`config.mk`:
```
export PLATFORM = sky130hd
export DESIGN_NAME = thermistor_decoder
export DESIGN_NICKNAME = d
export VERILOG_FILES = /design/src/rtl/thermistor_pkg.sv /design/src/rtl/thermistor_lut.sv /design/src/rtl/thermistor_decoder.sv
export SDC_FILE = /design/constraint.sdc
export NUM_CORES = 1
export LEC_CHECK = 0
export ABC_AREA = 1
export BUFFER_PORTS_ARGS = -buffer_cell sky130_fd_sc_hd__buf_2
export CORE_AREA = 2 2 121 112
export CTS_BUF_LIST = sky130_fd_sc_hd__clkbuf_2 sky130_fd_sc_hd__clkbuf_4 sky130_fd_sc_hd__clkbuf_8
export DETAILED_ROUTE_END_ITERATION = 7
export DIE_AREA = 0 0 123 114
export PLACE_DENSITY = 0.67
export SLEW_MARGIN = 25
export SYNTH_ARGS = -nofsm -noshare
export SYNTH_HDL_FRONTEND = slang
export SYNTH_SLANG_ARGS = --single-unit
```
`constraint.sdc`:
```
create_clock -name clk -period 13.3 [get_ports clk]
set_input_delay 1.995 -clock clk [delete_from_list [all_inputs] [get_ports clk]]
set_output_delay 1.995 -clock clk [all_outputs]
set_load 0.01 [all_outputs]
```
`src/rtl/thermistor_pkg.sv`:
```
// Shared NTC thermistor constants: calibration table, fault thresholds and decoder FSM states.
// Also consumed by the heater_control target-temp conversion.
package thermistor_pkg;

  localparam int N_PTS     = 32;
  localparam int TEMP_STEP = 10;

  localparam logic [11:0] ADC_OPEN  = 12'd4000;
  localparam logic [11:0] ADC_SHORT = 12'd20;

  // ADC code at 0, 10, 20 ... 310 C; strictly decreasing (NTC gets hotter -> lower code)
  localparam logic [0:N_PTS-1][11:0] LUT = {
    12'd3900, 12'd3780, 12'd3600, 12'd3400, 12'd3150, 12'd2880, 12'd2600, 12'd2320,
    12'd2050, 12'd1800, 12'd1570, 12'd1370, 12'd1190, 12'd1030, 12'd890,  12'd770,
    12'd665,  12'd575,  12'd500,  12'd435,  12'd380,  12'd332,  12'd291,  12'd256,
    12'd226,  12'd200,  12'd178,  12'd159,  12'd142,  12'd127,  12'd114,  12'd102
  };

  typedef enum logic [1:0] {
    IDLE   = 2'd0,
    CHECK  = 2'd1,
    SEARCH = 2'd2,
    DIVIDE = 2'd3
  } state_t;

endpackage

```
`src/rtl/thermistor_lut.sv`:
```
// Combinational two-port read of the NTC calibration table.
module thermistor_lut
  import thermistor_pkg::*;
(
  input  logic [4:0]  addr_a,
  input  logic [4:0]  addr_b,
  output logic [11:0] code_a,
  output logic [11:0] code_b
);

  assign code_a = LUT[addr_a];
  assign code_b = LUT[addr_b];

endmodule

```
`src/rtl/thermistor_decoder.sv`:
```
// Converts a filtered NTC ADC code to signed degrees C by linear search of the
// calibration table followed by a 4-step restoring divide inside the segment.
module thermistor_decoder
  import thermistor_pkg::*;
(
  input  logic               clk,
  input  logic               rst,
  input  logic [11:0]        adc_code,
  input  logic               sample_valid,
  output logic               busy,
  output logic signed [11:0] temp_c,
  output logic               temp_valid,
  output logic               fault_open,
  output logic               fault_short,
  output logic               overrun
);

  state_t      state, state_nxt;
  logic [11:0] code_r;
  logic [4:0]  idx;
  logic [4:0]  seg;
  logic [15:0] rem;
  logic [11:0] den;
  logic [2:0]  quo;
  logic [1:0]  step;
  logic [11:0] lut_a, lut_b;
  logic [11:0] diff_a;
  logic [15:0] den_sh;
  logic        q_bit;
  logic [3:0]  q_fin;
  logic [11:0] seg_temp;
  logic        is_open, is_short, is_cold, is_hot, saturate, found;

  function automatic logic [15:0] mul10(input logic [15:0] x);
    return 16'((x << 3) + (x << 1));
  endfunction

  // Port a = lower-temperature end of the candidate segment, port b = the entry under test
  thermistor_lut u_lut (
    .addr_a (idx - 5'd1),
    .addr_b (idx),
    .code_a (lut_a),
    .code_b (lut_b)
  );

  assign busy     = (state != IDLE);
  assign is_open  = (code_r >= ADC_OPEN);
  assign is_short = (code_r <= ADC_SHORT);
  assign is_cold  = (code_r >= LUT[0]);
  assign is_hot   = (code_r <= LUT[N_PTS-1]);
  assign saturate = is_open | is_short | is_cold | is_hot;
  assign found    = (code_r > lut_b);
  assign diff_a   = lut_a - code_r;

  // Quotient is known to be below 10, so trial subtraction starts at den*8
  assign den_sh   = {4'd0, den} << step;
  assign q_bit    = (rem >= den_sh);
  assign q_fin    = {quo, q_bit};
  assign seg_temp = 12'(mul10({11'd0, seg}) + {12'd0, q_fin});

  always_comb begin
    state_nxt = state;
    unique case (state)
      IDLE:    if (sample_valid) state_nxt = CHECK;
      CHECK:   state_nxt = saturate ? IDLE : SEARCH;
      SEARCH:  if (found) state_nxt = DIVIDE;
      DIVIDE:  if (step == 2'd0) state_nxt = IDLE;
      default: state_nxt = IDLE;
    endcase
  end

  always_ff @(posedge clk) begin
    if (rst) begin
      state       <= IDLE;
      temp_c      <= '0;
      temp_valid  <= 1'b0;
      fault_open  <= 1'b0;
      fault_short <= 1'b0;
      overrun     <= 1'b0;
    end else begin
      state      <= state_nxt;
      temp_valid <= 1'b0;
      if (sample_valid && busy) overrun <= 1'b1;
      if (state == CHECK && saturate) begin
        temp_valid  <= 1'b1;
        fault_open  <= is_open;
        fault_short <= is_short & ~is_open;
        if (is_open || is_short) temp_c <= -12'sd1;
        else if (is_cold)        temp_c <= 12'sd0;
        else                     temp_c <= 12'sd310;
      end else if (state == DIVIDE && step == 2'd0) begin
        temp_valid  <= 1'b1;
        fault_open  <= 1'b0;
        fault_short <= 1'b0;
        temp_c      <= $signed(seg_temp);
      end
    end
  end

  // Datapath registers carry no reset; each is loaded before it is consumed
  always_ff @(posedge clk) begin
    if (state == IDLE && sample_valid) code_r <= adc_code;
    case (state)
      CHECK: idx <= 5'd1;
      SEARCH: begin
        if (found) begin
          seg  <= idx - 5'd1;
          rem  <= mul10({4'd0, diff_a});
          den  <= lut_a - lut_b;
          quo  <= 3'd0;
          step <= 2'd3;
        end else begin
          idx <= idx + 5'd1;
        end
      end
      DIVIDE: begin
        if (q_bit) rem <= rem - den_sh;
        quo  <= q_fin[2:0];
        step <= step - 2'd1;
      end
      default: ;
    endcase
  end

endmodule

```
==> summary.md <==
| Metric | Value |
|---|---|
| Status | finished clean |
| Diodes inserted | 0 |
| Post-synth top flop | edfxtp_1 |
| Gate Count Post-Synth | 957 |
| Global route total overflow | 0 |
| Worst Tran Pin Value | 0.897 ns |
| Remaining DRCs | 0 |
| Final hold slack | 0.468 ns |
| ANT nets after route | 0 |
| CP startpoint kind | flip-flop |
| Crit path kind | flip-flop to flip-flop |
| GR peak layer | met2 |
| Fin crit period | 5.66 ns |
| Rows | 40 |
| Top-level port count | 32 |
| Synth Net Count | 1057 |
| Per-cell routed wire length | 15.2 µm |
| Layout Cells excl Fill | 1149 |
| Fmax | 0.177 GHz |
| Core box area | 12900 µm² |
| Vias in the first global route | 5745 |
| Clock latency on the worst-skew pair | 0.36 ns |
| Cts repair resizes | 0 |
| WP data required | 13.41 ns |
| Yosys top cell area share | 0.240 |
| Slew headroom | 0.400 |
| Cell Area, Synth | 6870 µm² |
| Largest net degree at the start of global routing | 22 |
| Seq cells post-synth | 71 |
| YS warnings | 0 |
| CTS Buf Count | 9 |
| Min-delay src | fault_open |
| EDFF count, synth | 55 |
| Pins over their slew limit | 0 |
| First-pass GRT wire length | 28.5 mm |
| Dominant cell type by area after synthesis | edfxtp_1 |
| DP HPWL | 14.0 mm |
| Hold buffer count at CTS | 0 |
| Starting DRT DRC Count | 569 |
| Final-stage net count | 1076 |
| Vias per std cell | 5.50 |
| Max-Cap Viols | 0 |
| Netlist cell types | 48 |
| CTS tree | yes |
| Die H | 114 µm |
| Critical R2R Launch | idx[0] |
| Top cells by count, synth | nand2_1 (213), inv_1 (133), o21ai_0 (81), a21oi_1 (79), ha_1 (79) |
| Via count | 6314 |
| Bufs on Longest Clock Path | 2 |
| Area grow syn2layout | 7.08% |
| Pre-antenna DRT Iters | 6 |
| Final setup fails | 0 |
| Syn Area/Cell | 7.18 µm² |
| Worst Setup SP | idx[0] |
| Placer Congestion | 1.02 |
| DRT Wirelength | 17.5 mm |
| Tot GR Track Use | 0.260 |
| Crit path DAT | 5.78 ns |
| Die area | 14000 µm² |
| Post-CTS setup buffer count | 0 |
| Met3 Usage GRT | 0.0505 |
| Final TNS setup | 0 ns |
| Met2 Resource Use GR | 0.407 |
| Sequential area share after synthesis | 0.287 |
| RSZ-0062 raised after global routing | false |
| Ys async rst share | 0 |
| Placed insts | 1133 |
| Worst Path Max Fanout | 17 |
| Tightest Hold Check Type | flip-flop to flip-flop |
| Final period utilization | 0.426 |
| Most numerous cell in the Yosys netlist | nand2_1 |
| Clock Skew | 0.0116 ns |
| Die W | 123 µm |
| Clock-pin transition on the worst setup and hold timing paths | 0.08 ns |
| Port buffer count | 31 |
| Htree depth | 3 |
| CTS Root Cell | clkbuf_8 |
| Synth area leaders | edfxtp_1 (24%), ha_1 (14%), nand2_1 (12%) |
| Setup crit end kind | flip-flop |
| Initial Utilization | 0.532 |
| Grt met1 use | 0.373 |
| Proportion of layout cells with a drive suffix above 1 | 0.0815 |
| Initial antenna violation count | 0 |
| Hold Vio Cnt, Final | 0 |
| CTS Sinks | 71 |
-- layer usage --
layer,part of all wire,vias up,wire length (µm)
met5,0,-,0
met4,0.010,0,175
met3,0.069,15,1200
met2,0.44,182,7660
met1,0.48,2837,8450
li1,-,3280,-
-- path summary, 6_finish.rpt --
| kind | to | slack [ns] | cells after the start |
|---|---|---|---|
| setup / recovery | rem[13] | 7.64 | 22 |
| hold / removal | fault_open | 0.47 | 2 |
| setup reg to reg | rem[13] | 7.64 | 22 |
| hold reg to reg | fault_open | 0.47 | 2 |
-- cells in the final DEF (no fill, tap or decap), types with 8 or more instances in the layout --
master,Yosys,layout
edfxtp_1,55,55
nand3_1,54,54
a21oi_1,79,79
nand4_1,9,9
nand2_1,213,213
o21ai_0,81,81
inv_1,133,133
o211ai_1,8,8
nor2_1,70,70
clkbuf_8,0,10
nand2_2,12,12
dfxtp_1,16,16
o22ai_1,8,8
xor2_1,13,13
nor3_1,11,11
ha_1,79,79
a31oi_1,9,9
xnor2_1,9,9
buf_2,6,31
-- cell families (layout without fill, tap and decap cells) --
kind of cell / count (synthesis) / after routing / synth area share
flip-flops: 71 / 71 / 0.287
AND/OR/NAND/NOR: 384 / 384 / 0.239
adder cells (fa/ha/maj): 85 / 85 / 0.161
multiplexers: 1 / 1 / 0.00146
XOR/XNOR: 22 / 22 / 0.0280
buffers and inverters: 165 / 189 / 0.0945
AO/OA/AOI/OAI: 229 / 229 / 0.189
-- registers in the layout, summed over array words and instances (netlist names), named ones only --
name	flops
overrun	1
temp_c	10
rem	16
state	1
den	12
fault_open	1
quo	3
idx	5
step	2
seg	5
fault_short	1
temp_valid	1
code_r	12
-- through the flow --
step	util	worst slack (ns)	area, µm²
finish	0.570	7.64	7360
floorplan	-	8.69	6870
global route	0.570	7.13	7360
CTS	0.570	7.73	7360
global placement	0.553	7.97	7130
detailed placement	0.553	7.75	7130
-- layout make-up --
class                           count  area, µm²
Multi-Input combinational cell    721       4250
Clock buffer                       10        138
Fill cell                        1211       5550
Inverter                          139        522
Timing Repair Buffer               34        178
Sequential cell                    71       1970
Clock inverter                      6       88.8
Tap cell                          168        210
-- worst max-delay path: stages (launching register included) --
cell and delay, ns:
edfxtp_1 0.60, inv_2 0.15, ha_1 0.39, ha_1 0.66, clkinv_1 0.33, nor2_1 0.21
o21ai_0 0.12, o21ai_0 0.18, a21oi_1 0.09, ha_1 0.46, nand3_1 0.11, nand2_1 0.15
xor2_1 0.28, inv_1 0.10, fa_1 0.47, o31ai_1 0.36, a31oi_1 0.16, nor2_1 0.16
nand3_1 0.13, nand2_1 0.10, nand3_1 0.08, nand3_1 0.09, nand2_1 0.05
Power is left out: the tool's default activity adds up to more than one toggle a clock period on the data nets, which glitch-free logic cannot reach.
